**src/rtl/stream_mux_rr.sv**
```systemverilog
// stream_mux_rr: registered N-way valid/ready stream mux, select or round-robin arbitration
module stream_mux_rr #(
   parameter int WIDTH    = 16,
   parameter int CHANNELS = 4,
   parameter int MODE     = 0,
   localparam int SELW    = CHANNELS > 1 ? $clog2(CHANNELS) : 1
) (
   input  logic                      clk,
   input  logic                      rst_n,
   input  logic [CHANNELS*WIDTH-1:0] in_data,
   input  logic [CHANNELS-1:0]       in_valid,
   output logic [CHANNELS-1:0]       in_ready,
   input  logic [SELW-1:0]           sel,
   output logic [WIDTH-1:0]          out_data,
   output logic [SELW-1:0]           out_chan,
   output logic                      out_valid,
   input  logic                      out_ready
);
   logic [SELW-1:0]     ptr;
   logic [SELW-1:0]     g_idx;
   logic [CHANNELS-1:0] grant;
   logic [WIDTH-1:0]    g_data;
   logic                load_en;
   logic                xfer;

   assign load_en  = !out_valid || out_ready;
   assign in_ready = grant & {CHANNELS{load_en}};
   assign xfer     = |grant && load_en;

   // grant the selected channel, or the first valid channel scanning from ptr
   always_comb begin
      int k;
      k      = 0;
      grant  = '0;
      g_idx  = '0;
      g_data = '0;
      for (int i = 0; i < CHANNELS; i++) begin
         k = MODE == 1 ? (int'(ptr) + i) % CHANNELS : i;
         if (grant == '0 && in_valid[k] && (MODE == 1 || int'(sel) == i)) begin
            grant[k] = 1'b1;
            g_idx    = SELW'(k);
            g_data   = in_data[k*WIDTH +: WIDTH];
         end
      end
   end

   // priority pointer moves just past the channel that transferred, wrapping at CHANNELS
   always_ff @(posedge clk or negedge rst_n)
      if (!rst_n)
         ptr <= '0;
      else if (MODE == 1 && xfer)
         ptr <= int'(g_idx) == CHANNELS - 1 ? '0 : g_idx + SELW'(1);

   // output register: load on transfer, empty on idle drain, hold while stalled
   always_ff @(posedge clk or negedge rst_n)
      if (!rst_n) begin
         out_valid <= 1'b0;
         out_data  <= '0;
         out_chan  <= '0;
      end else if (load_en) begin
         out_valid <= xfer;
         if (xfer) begin
            out_data <= g_data;
            out_chan <= g_idx;
         end
      end
endmodule

```
**config.mk**
```make
export PLATFORM = sky130hd
export DESIGN_NAME = stream_mux_rr
export DESIGN_NICKNAME = d
export VERILOG_FILES = /design/src/rtl/stream_mux_rr.sv
export SDC_FILE = /design/constraint.sdc
export NUM_CORES = 1
export LEC_CHECK = 0
export ABC_AREA = 1
export CORE_UTILIZATION = 33
export CTS_BUF_LIST = sky130_fd_sc_hd__clkbuf_2 sky130_fd_sc_hd__clkbuf_4 sky130_fd_sc_hd__clkbuf_8
export CTS_CLUSTER_DIAMETER = 150
export DETAILED_ROUTE_END_ITERATION = 10
export PLACE_DENSITY_LB_ADDON = 0.2
export SYNTH_ARGS = -nofsm -noshare
export SYNTH_HDL_FRONTEND = slang
export SYNTH_SLANG_ARGS = --single-unit
export TNS_END_PERCENT = 50
```
**constraint.sdc**
```tcl
create_clock -name clk -period 1.3 [get_ports clk]
set_input_delay 0.13 -clock clk [delete_from_list [all_inputs] [get_ports clk]]
set_output_delay 0.13 -clock clk [all_outputs]
set_load 0.02 [all_outputs]
```
=== After elaboration in Yosys (flattened, before gate mapping) ===
Cells that the tools add are included.

* Reduce and logical (&&, ||, !) cells: 15
* Eq/ne operators: 3
* Multiplexer cells: 11
* Bitwise logic cells: 2

{| class="wikitable"
|+ Operators with widths
! cell !! number
|-
| $mux 16 || 4
|-
| $logic_and 1x1->1 || 8
|-
| $mux 1 || 5
|-
| $and 4x4->4 || 1
|-
| $eq 2x2->1 const B || 2
|-
| $logic_not 2->1 || 2
|-
| $mux 2 || 2
|-
| $reduce_or 4->1 || 1
|-
| $logic_not 3->1 || 1
|-
| $eq 2x1->1 const B || 1
|-
| $reduce_and 2->1 || 1
|-
| $logic_not 1->1 || 1
|-
| $logic_or 1x1->1 || 1
|-
| $not 1->1 || 1
|}

* Logic and storage cells: 34
* Register bits: 19
* Output and inout port bits: 23
* Input bits: 73

=== Longest topological paths before layout ===
Gate-level depths: netlist of the first run.

* Depth after elaboration: 18
* Mapped depth: 9
* Depth with buffers taken out: 7

=== Worst setup path after synthesis of the first run ===
No wires, ideal clock.

* Path type: flip-flop to flip-flop
* Start: register out_valid
* End: register out_data[0]
* Path slack: -87 ps
* Setup time: 65 ps
* Clock period less this slack: 1,387 ps
* Stages on the path, launching flop included: 8
* Data required time: 1,235 ps
* Arrival: 1,322 ps
* Buffers on the path: 1
* Path through: dfrtp_1 -> inv_1 -> nor2_1 -> inv_1 -> o21ai_4 -> buf_6 -> nand2_1 -> nand2_1

* Word-level cells in the longest chain between the ends: 4

{| class="wikitable"
|+ Ends and longest elaborated chain
! what !! line !! source
|-
| start, declared || 16 || <nowiki>output logic out_valid,</nowiki>
|-
| start signal, assigned || 61 || <nowiki>out_valid <= xfer;</nowiki>
|-
| $logic_not 1->1 (*) || 26 || <nowiki>assign load_en = !out_valid || out_ready;</nowiki>
|-
| $logic_or 1x1->1 (*) || 26 ||
|-
| $logic_and 1x1->1 || 28 || <nowiki>assign xfer = |grant && load_en;</nowiki>
|-
| $reduce_and 2->1 (no source line) (*) || n/a ||
|-
| end signal, assigned || 63 || <nowiki>out_data <= g_data;</nowiki>
|-
| end, declared || 14 || <nowiki>output logic [WIDTH-1:0] out_data,</nowiki>
|}

Mark *: on every way between the ends. The rest lies on a longest branch, timed or not.
A chain may end at the register's enable or synchronous reset.

=== Final worst setup path of the first run ===
* Start: register out_valid
* End: output in_ready[1]

* Word-level cells in the longest chain between the ends: 3

{| class="wikitable"
|+ Ends and longest elaborated chain
! what !! line !! source
|-
| $logic_not 1->1 || 26 ||
|-
| $logic_or 1x1->1 || 26 ||
|-
| $and 4x4->4 || 27 || <nowiki>assign in_ready = grant & {CHANNELS{load_en}};</nowiki>
|-
| end, declared || 12 || <nowiki>output logic [CHANNELS-1:0] in_ready,</nowiki>
|}

No other way between the ends.

==> flow_summary.yaml, run 1 <==
job:
  maxCapViolations: 0
clock_network:
  numCtsBuffers: 3
  clk_path_buf_depth: 2
  cts_hold_buf: 0
  cts_max_level: 1
  cts_tree: "done"
  clock_sinks: 19
  clkLatencyLatePin_ns: 0.25
  clock-root-buffer: "clkbuf_8"
  clkTransAtPathRegs_ns: 0.07
floorplanning:
  die-height_um: 66.96
  ios: 96
  die_width_um: 66.96
  die-area_mm2: 0.004484
  start_util: 0.3457
  rows: 23
  core_mm2: 0.004029
routing:
  routedWlPerCell_um: 14.49
  drt_iter0_markers: 179
  postRouteWirelength_um: 5044
  via_per_inst: 5.250
  drc: 0
  vias: 1827
  first_pass_iters: 5
  ant_nets: 0
critical_path:
  endpoint_kind: "output pin"
  critPathRequiredTime_ns: 1.17
  crit_slowest_cell: "dfrtp_1"
  max_stage_delay_ns: 0.40
  worst_setup_path_start_kind: "register"
  cp_top_family: "flip-flops"
  critical_path.max_fanout: 5
  r2r-end: "out_data[11]"
  r2r_slack_ns: 0.09
  cp.buffers_inverters: 2
  reg2reg_depth: 8
  r2r-start: "out_valid"
  cp_cell_sequence: "inv_2 -> nor2_4 -> nor2_1 -> buf_4"
  arrival_ns: 1.12
  crit_type: "reg -> out"
sta:
  setup_viol: 0
  rsz0062_at_grt: "true"
  worst_slack_ns: 0.05137
  slew_violations: 0
  fin_crit_sh: 0.9605
  clock_skew_ns: 0.003256
  relSlewSlack: 0.8398
  finalHoldViolations: 0
  max_freq_ghz: 0.8009
  worst_pin_slew_ns: 0.2403
  min_period_ns: 1.249
layout:
  seqCellArea_um2: 475.5
  final_layout_size_suffix_gt1_frac: 0.1510
  final_cell_mix: "clkdlybuf4s50_1 (69), nand2_1 (61), nand4_1 (58), buf_4 (23), dlygate4sd2_1 (20)"
  layout.cells.non_filler: 348
  num-nets-final: 372
  layout_commonest_cell: "clkdlybuf4s50_1"
  post-route-util: 0.6295
  multi_input_area_um2: 817.0
  diodes: 0
  synthToLayoutAreaGrowth_pct: 82.12
  num-fill-cells: 395
  postLayoutCellArea_mm2: 0.002536
logic_synthesis:
  synth_fa_ha_area_frac: 0
  synth_area_leaders: "dfrtp_1 (34%), nand4_1 (26%), nand2_1 (16%)"
  syn-num-nets: 267
  synth_seq_cells: 19
  syn_area_mm2: 0.001393
  avgSynthCellArea_um2: 7.178
  netlist_instances: 194
  synth_top_family_by_area: "simple AND/OR/NAND/NOR gates"
  yosys.area_share.simple: 0.5606
  synth_xor_area_frac: 0
  ys_warn_count: 0
  synth_cell_type_count: 19
  yosysTopAreaCellShare: 0.3414
  synth_compound_area_frac: 0.01168
  seq_area_frac_synth: 0.3414
  synth_top_cell_by_area: "dfrtp_1"
  synthMuxAreaShare: 0
global_routing:
  grt_antenna_before_repair: 0
  grt_pass1_vias: 1653
  grt_first_pass_wirelength_um: 7955
  grt.total_usage: 0.2397
  grt-ovfl-total: 0
  grt_max_degree: 23
place:
  dp_hpwl_um: 3894
  place_ws_ns: -0.5353
  place_congestion: 0.9690
  dp_cells: 342
  port-buffer-count: 95
  place_area_mm2: 0.002481
run_status:
  status: "complete, no violations"
pwr:
  max-vdd-ir-drop_mv: 0.3098
  power_density_mw_per_mm2: 833.9
  leakagePower_uw: 0.001182
min_path:
  worstHoldPathType: "in -> async"
-- metal layers --
metal	global-route usage	vias to the layer above	routed length, um
li1	-	907	-
met1	0.3188	823	1965
met2	0.3927	91	2616
met3	0.03253	6	385
met4	0.08245	0	76
met5	0	-	0
-- sequential cells by signal (all words and copies together) (netlist names) --
register / cells
out_chan: 2
out_data: 16
out_valid: 1
-- timing repair --
action | CTS | global route
buffers inserted | 2 | 0
resized for setup | 39 | 9
cloned | 0 | 0
pin swaps | 1 | 0
endpoints found under the setup margin | 41 | 17
-- worst register-to-register path, cell delays in order (launching register included) --
cell and delay [ns]:
dfrtp_1 0.40, inv_2 0.08, nor2_4 0.05, buf_6 0.12, inv_1 0.10, o21ai_4 0.07, buf_12 0.15, nand2_1 0.08
nand2_1 0.07
-- cells by family after synthesis --
logic type,after synthesis
AND/OR/NAND/NOR,151
AO/OA/AOI/OAI,1
flip-flops,19
buffers and inverters,23
-- area by class of cell --
class | count | share of cell area
clock buffer | 4 | 0.01924
inverter | 4 | 0.005920
multi-input combinational | 152 | 0.3222
sequential | 19 | 0.1875
tap | 50 | 0.02467
timing repair buffer | 119 | 0.4406
-- how the worst max path moves through the flow --
stage                    from          end  slack [ns]  depth (start not counted)
finish              out_valid  in_ready[1]        0.05                          4
global route        out_valid  in_ready[1]       -0.02                          4
CTS                 out_valid  in_ready[0]        0.01                          4
detailed placement     sel[1]  in_ready[2]       -0.54                          5
global placement       sel[1]  in_ready[2]       -0.49                          5
floorplan           out_valid  out_data[0]        0.03                          7
-- cells in the mapped netlist --
| cell type | n |
|---|---|
| clkbuf_1 | 9 |
| nand2_4 | 1 |
| nand3_4 | 1 |
| nor2_1 | 8 |
| nor2_4 | 2 |
| buf_6 | 4 |
| nand2_2 | 1 |
| dfrtp_1 | 19 |
| nand4_1 | 58 |
| inv_2 | 1 |
| o21ai_4 | 1 |
| inv_1 | 3 |
| nand3_2 | 1 |
| nand2_1 | 61 |
| nor2_2 | 1 |
| clkbuf_2 | 1 |
| nand3_1 | 17 |
| buf_2 | 2 |
| buf_1 | 3 |
-- per-stage QoR --
stage / hold slack (ns) / setup TNS [ns] / power, uW
CTS: 0.2152 / 0 / 2118
floorplan: -0.1656 / 0 / 1191
global placement: 0.4573 / -9.524 / 1745
detailed placement: 0.4664 / -10.70 / 1760
global route: 0.2350 / -0.03487 / 2238
finish: 0.2074 / 0 / 2115
-- power breakdown --
part           switching [uW]  internal, uW  leakage [uW]  total (uW)
Sequential               59.7           698      0.000246         758
Combinational             479           461      0.000910         940
Clock                     179           238     0.0000262         417
Total                     717          1400       0.00118        2110
(Power assumes the default switching activity.)
==> inputs of run 2 (changes only) <==
Settings changed: CORE_UTILIZATION 33 to 32, CTS_BUF_LIST sky130_fd_sc_hd__clkbuf_2 sky130_fd_sc_hd__clkbuf_4 sky130_fd_sc_hd__clkbuf_8 to unset, TNS_END_PERCENT 50 to unset.
==> run 2 against run 1 <==
  * First-iteration DRC count shrank 4.5%
  * Cell area did not move
  * Clock skew fell by 0.0015 ns
  * Sequential share of layout area is the same
  * Sequential cell count did not move
  * Largest cell class unchanged
  * Clock power is 7.0% lower
  * Critical path type unchanged
  * Register-to-register slack gained 0.05 ns
  * Sequential power decreased by 0.9%
  * Worst hold slack better by 0.0062 ns
  * Count of clock-buffer cells in the layout is the same
==> flow_summary.yaml, run 2 (same netlist as run 1, synthesis figures left out) <==
layout:
  multi_input_area_um2: 812.0
  final_cell_mix: "clkdlybuf4s50_1 (69), nand2_1 (61), nand4_1 (58), buf_4 (22), dlygate4sd2_1 (20)"
  num-nets-final: 373
  reg_top3: "out_data x16, out_chan x2, out_valid x1"
  num-fill-cells: 385
  postLayoutCellArea_mm2: 0.002536
  diodes: 0
  seqCellArea_um2: 475.5
  final_layout_size_suffix_gt1_frac: 0.1505
  synthToLayoutAreaGrowth_pct: 82.12
  layout_commonest_cell: "clkdlybuf4s50_1"
  regMostFlops: "out_data"
  largest_reg_flops: 16
  layout.cells.non_filler: 349
critical_path:
  endpoint_kind: "output pin"
  worst_setup_path_start_kind: "register"
  critical_path.max_fanout: 5
  crit_type: "reg -> out"
  arrival_ns: 1.09
  critPathRequiredTime_ns: 1.17
  r2r_slack_ns: 0.14
routing:
  first_pass_iters: 4
  drt_iter0_markers: 171
  postRouteWirelength_um: 4916
  ant_nets: 0
  vias: 1825
  routedWlPerCell_um: 14.09
  via_per_inst: 5.229
  drc: 0
sta:
  clock_skew_ns: 0.001715
  relSlewSlack: 0.8379
  setup_viol: 0
  slew_violations: 0
  finalHoldViolations: 0
  fin_tns_setup_ns: 0
  rsz0062_at_grt: "false"
  min_period_ns: 1.217
  max_freq_ghz: 0.8219
  fin_crit_sh: 0.9360
  worst_pin_slew_ns: 0.2432
clock_network:
  clock-root-buffer: "clkbuf_8"
  cts_hold_buf: 0
  numCtsBuffers: 3
  clkLatencyLatePin_ns: 0.24
  cts_tree: "done"
  clk_path_buf_depth: 2
  clock_sinks: 19
  clkTransAtPathRegs_ns: 0.06
  cts_max_level: 1
global_routing:
  grt_max_degree: 27
  grt-ovfl-total: 0
  grt_first_pass_wirelength_um: 7700
  grt.total_usage: 0.2200
  grt_antenna_before_repair: 0
  grt_pass1_vias: 1688
floorplanning:
  ios: 96
  die-height_um: 67.97
  die-area_mm2: 0.004620
  die_width_um: 67.97
  core_mm2: 0.004086
  rows: 23
  start_util: 0.3408
pwr:
  combPwrFrac: 0.450
  switching_share: 0.3369
  switching_power_uw: 698.1
  power_frac_seq: 0.362
  max-vdd-ir-drop_mv: 0.3387
  internal_power_uw: 1374
  pwr-share-clk: 0.187
  power_density_mw_per_mm2: 817.1
  leakagePower_uw: 0.001186
place:
  dp_hpwl_um: 3913
  dp_cells: 343
  place_congestion: 0.9115
  port-buffer-count: 95
  place_area_mm2: 0.002489
min_path:
  worstHoldPathType: "in -> async"
run_status:
  status: "complete, no violations"
job:
  maxCapViolations: 0
==> run 2: worst paths after layout <==
path,startpoint,end,depth (start not counted)
min in group clk,sel[1],out_data[7],5
setup reg to reg,out_valid,out_data[6],8
max in group asynchronous,rst_n,out_valid,2
setup / recovery,out_valid,in_ready[2],4
hold / removal,rst_n,out_chan[0],2
hold reg to reg,out_chan[0],out_chan[0],2
==> run 2: power by group through the flow <==
stage	Sequential, uW	Combinational, uW	Clock (uW)
floorplan	897	294	0
global placement	764	983	0
detailed placement	767	990	0
CTS	752	933	400
global route	765	1010	423
finish	751	933	388
==> run 2: repair_timing <==
item | CTS | global route
pin swaps | 1 | 0
setup endpoints to repair | 41 | 17
resized for setup | 41 | 6
setup buffers | 2 | 0
cloned | 0 | 0
==> run 2: cell type report <==
cell class                      count  area share
Tap cell                           50     0.02467
Sequential cell                    19      0.1875
Inverter                            4    0.005920
Clock buffer                        4     0.01776
Timing Repair Buffer              120      0.4440
Multi-Input combinational cell    152      0.3202
==> run 2: per-layer routing <==
layer / GRT usage / wire [um] / up-vias
li1: - / - / 914
met1: 0.3077 / 2130 / 823
met2: 0.3517 / 2388 / 80
met3: 0.02333 / 298 / 8
met4: 0.06771 / 98 / 0
met5: 0 / 0 / -
==> run 2: worst max-delay path, stage by stage (launching register included) <==
cell	delay, ns
dfrtp_1	0.38
inv_1	0.09
nor2_4	0.05
nor2_1	0.13
buf_2	0.19
==> run 2: per-stage QoR <==
step	power, uW	setup WS (ns)	utilization	hold WS (ns)
global route	2203	0.01248	0.6206	0.2347
CTS	2085	0.01647	0.6188	0.2219
global placement	1747	-0.5247	0.6090	0.4591
finish	2072	0.08324	0.6206	0.2136
detailed placement	1757	-0.5489	0.6090	0.4621
floorplan	1191	0.02882	-	-0.1656
==> inputs of run 3 (changes only) <==
Settings changed: CTS_BUF_LIST set to sky130_fd_sc_hd__clkbuf_16.
==> run 3 against run 2 <==
  * Cell area is 1.3% higher
  * Clock power grew 58%
  * Die area unchanged
==> flow_summary.yaml, run 3 (same netlist as run 1, synthesis figures left out) <==
pwr:
  combPwrFrac: 0.407
  leakagePower_uw: 0.001205
  switching_share: 0.3191
  max-vdd-ir-drop_mv: 0.3994
  power_frac_seq: 0.327
  total_power_uw: 2302
  pwr-share-clk: 0.267
  internal_power_uw: 1567
  switching_power_uw: 734.4
  power_density_mw_per_mm2: 895.6
global_routing:
  grt-ovfl-total: 0
  grt_max_degree: 27
  grt_pass1_vias: 1709
  grt_first_pass_wirelength_um: 7831
  grt_antenna_before_repair: 0
  grt.total_usage: 0.2239
place:
  place_congestion: 0.9115
  port-buffer-count: 95
  place_ws_ns: -0.5489
  dp_hpwl_um: 3913
  place_area_mm2: 0.002489
layout:
  synthToLayoutAreaGrowth_pct: 84.55
  num-fill-cells: 379
  final_cell_mix: "clkdlybuf4s50_1 (69), nand2_1 (61), nand4_1 (58), buf_4 (22), dlygate4sd2_1 (20)"
  seqCellArea_um2: 475.5
  num-nets-final: 373
  diodes: 0
  layout_commonest_cell: "clkdlybuf4s50_1"
  multi_input_area_um2: 812.0
  final_layout_size_suffix_gt1_frac: 0.1505
  postLayoutCellArea_mm2: 0.002570
  regMostFlops: "out_data"
  reg_top3: "out_data x16, out_chan x2, out_valid x1"
  largest_reg_flops: 16
routing:
  ant_nets: 0
  routedWlPerCell_um: 14.32
  first_pass_iters: 4
  via_per_inst: 5.223
  postRouteWirelength_um: 4999
  vias: 1823
  drt_iter0_markers: 155
  drc: 0
critical_path:
  critical_path.max_fanout: 5
  reg2reg_depth: 8
  crit_slowest_cell: "dfrtp_1"
  crit_type: "reg -> out"
  arrival_ns: 1.08
  critPathRequiredTime_ns: 1.17
  worst_setup_path_start_kind: "register"
  endpoint_kind: "output pin"
  r2r-end: "out_data[0]"
  r2r-start: "out_valid"
  max_stage_delay_ns: 0.37
  r2r_slack_ns: 0.12
  cp_cell_sequence: "inv_1 -> nor2_4 -> nor2_1 -> buf_2"
sta:
  finalHoldViolations: 0
  setup_viol: 0
  slew_violations: 0
  fin_crit_sh: 0.9328
  rsz0062_at_grt: "false"
  min_period_ns: 1.213
  worst_slack_ns: 0.08732
  clock_skew_ns: 0.001757
  worst_pin_slew_ns: 0.2457
  max_freq_ghz: 0.8246
  relSlewSlack: 0.8362
clock_network:
  clock_sinks: 19
  clk_path_buf_depth: 2
  cts_tree: "done"
  cts_max_level: 1
  cts_hold_buf: 0
  clock-root-buffer: "clkbuf_16"
  numCtsBuffers: 3
  clkLatencyLatePin_ns: 0.25
  clkTransAtPathRegs_ns: 0.05
floorplanning:
  ios: 96
  start_util: 0.3408
  die-height_um: 67.97
  die_width_um: 67.97
  die-area_mm2: 0.004620
  rows: 23
  core_mm2: 0.004086
job:
  maxCapViolations: 0
run_status:
  status: "complete, no violations"
min_path:
  worstHoldPathType: "in -> async"
[run 3: cell types whose count changed in the layout (fill, tap and decap cells not counted)]
cell and change:
clkbuf_1 -1, clkbuf_16 +3, clkbuf_8 -3, inv_1 +1
[run 3: worst max path at each step]
stage	start	to	slack, ns	cells past startpoint
after global routing	out_valid	in_ready[2]	0.02	4
after floorplan	out_valid	out_data[0]	0.03	7
after detailed placement	sel[1]	in_ready[2]	-0.55	5
after CTS	in_valid[1]	out_data[8]	0.01	9
final	out_valid	in_ready[2]	0.09	4
after global placement	sel[1]	in_ready[0]	-0.52	6
[run 3: power groups by stage]
stage / combinational (uW) / clock, uW / sequential, uW
2_1_floorplan: 294 / 0 / 897
3_3_place_gp: 983 / 0 / 764
3_5_place_dp: 990 / 0 / 767
4_1_cts: 935 / 618 / 755
5_1_grt: 1020 / 647 / 767
6_report: 936 / 614 / 752
[run 3: stage by stage]
stage	util	cells	setup TNS, ns	hold WS (ns)
after floorplan	-	194	0	-0.1656
after global placement	0.6090	343	-10.23	0.4591
after detailed placement	0.6090	343	-10.74	0.4621
after CTS	0.6271	349	0	0.2281
after global routing	0.6289	349	0	0.2469
final	0.6289	349	0	0.2155
[run 3: routing by layer]
layer  wire length, um  vias to the layer above  GRT usage
li1                  -                      912          -
met1              2158                      816     0.3095
met2              2413                       83     0.3591
met3               331                       12    0.02333
met4                95                        0    0.07552
met5                 0                        -          0
[run 3: what timing repair did]
action / 4_1_cts / 5_1_grt
pin swaps: 1 / 0
resized for setup: 41 / 6
setup endpoints to repair: 41 / 16
buffers inserted: 2 / 0
[run 3: final cells by class]
cell class | instances | share of cell area
Clock buffer | 3 | 0.02921
Tap cell | 50 | 0.02434
Clock inverter | 1 | 0.001461
Timing Repair Buffer | 120 | 0.4382
Multi-Input combinational cell | 152 | 0.3160
Sequential cell | 19 | 0.1850
Inverter | 4 | 0.005842
[run 3: critical path: cells and delay by family (launching register included)]
kind | cells | cell delay [ns]
buffers and inverters | 2 | 0.28
flip-flops | 1 | 0.37
AND/OR/NAND/NOR | 2 | 0.18
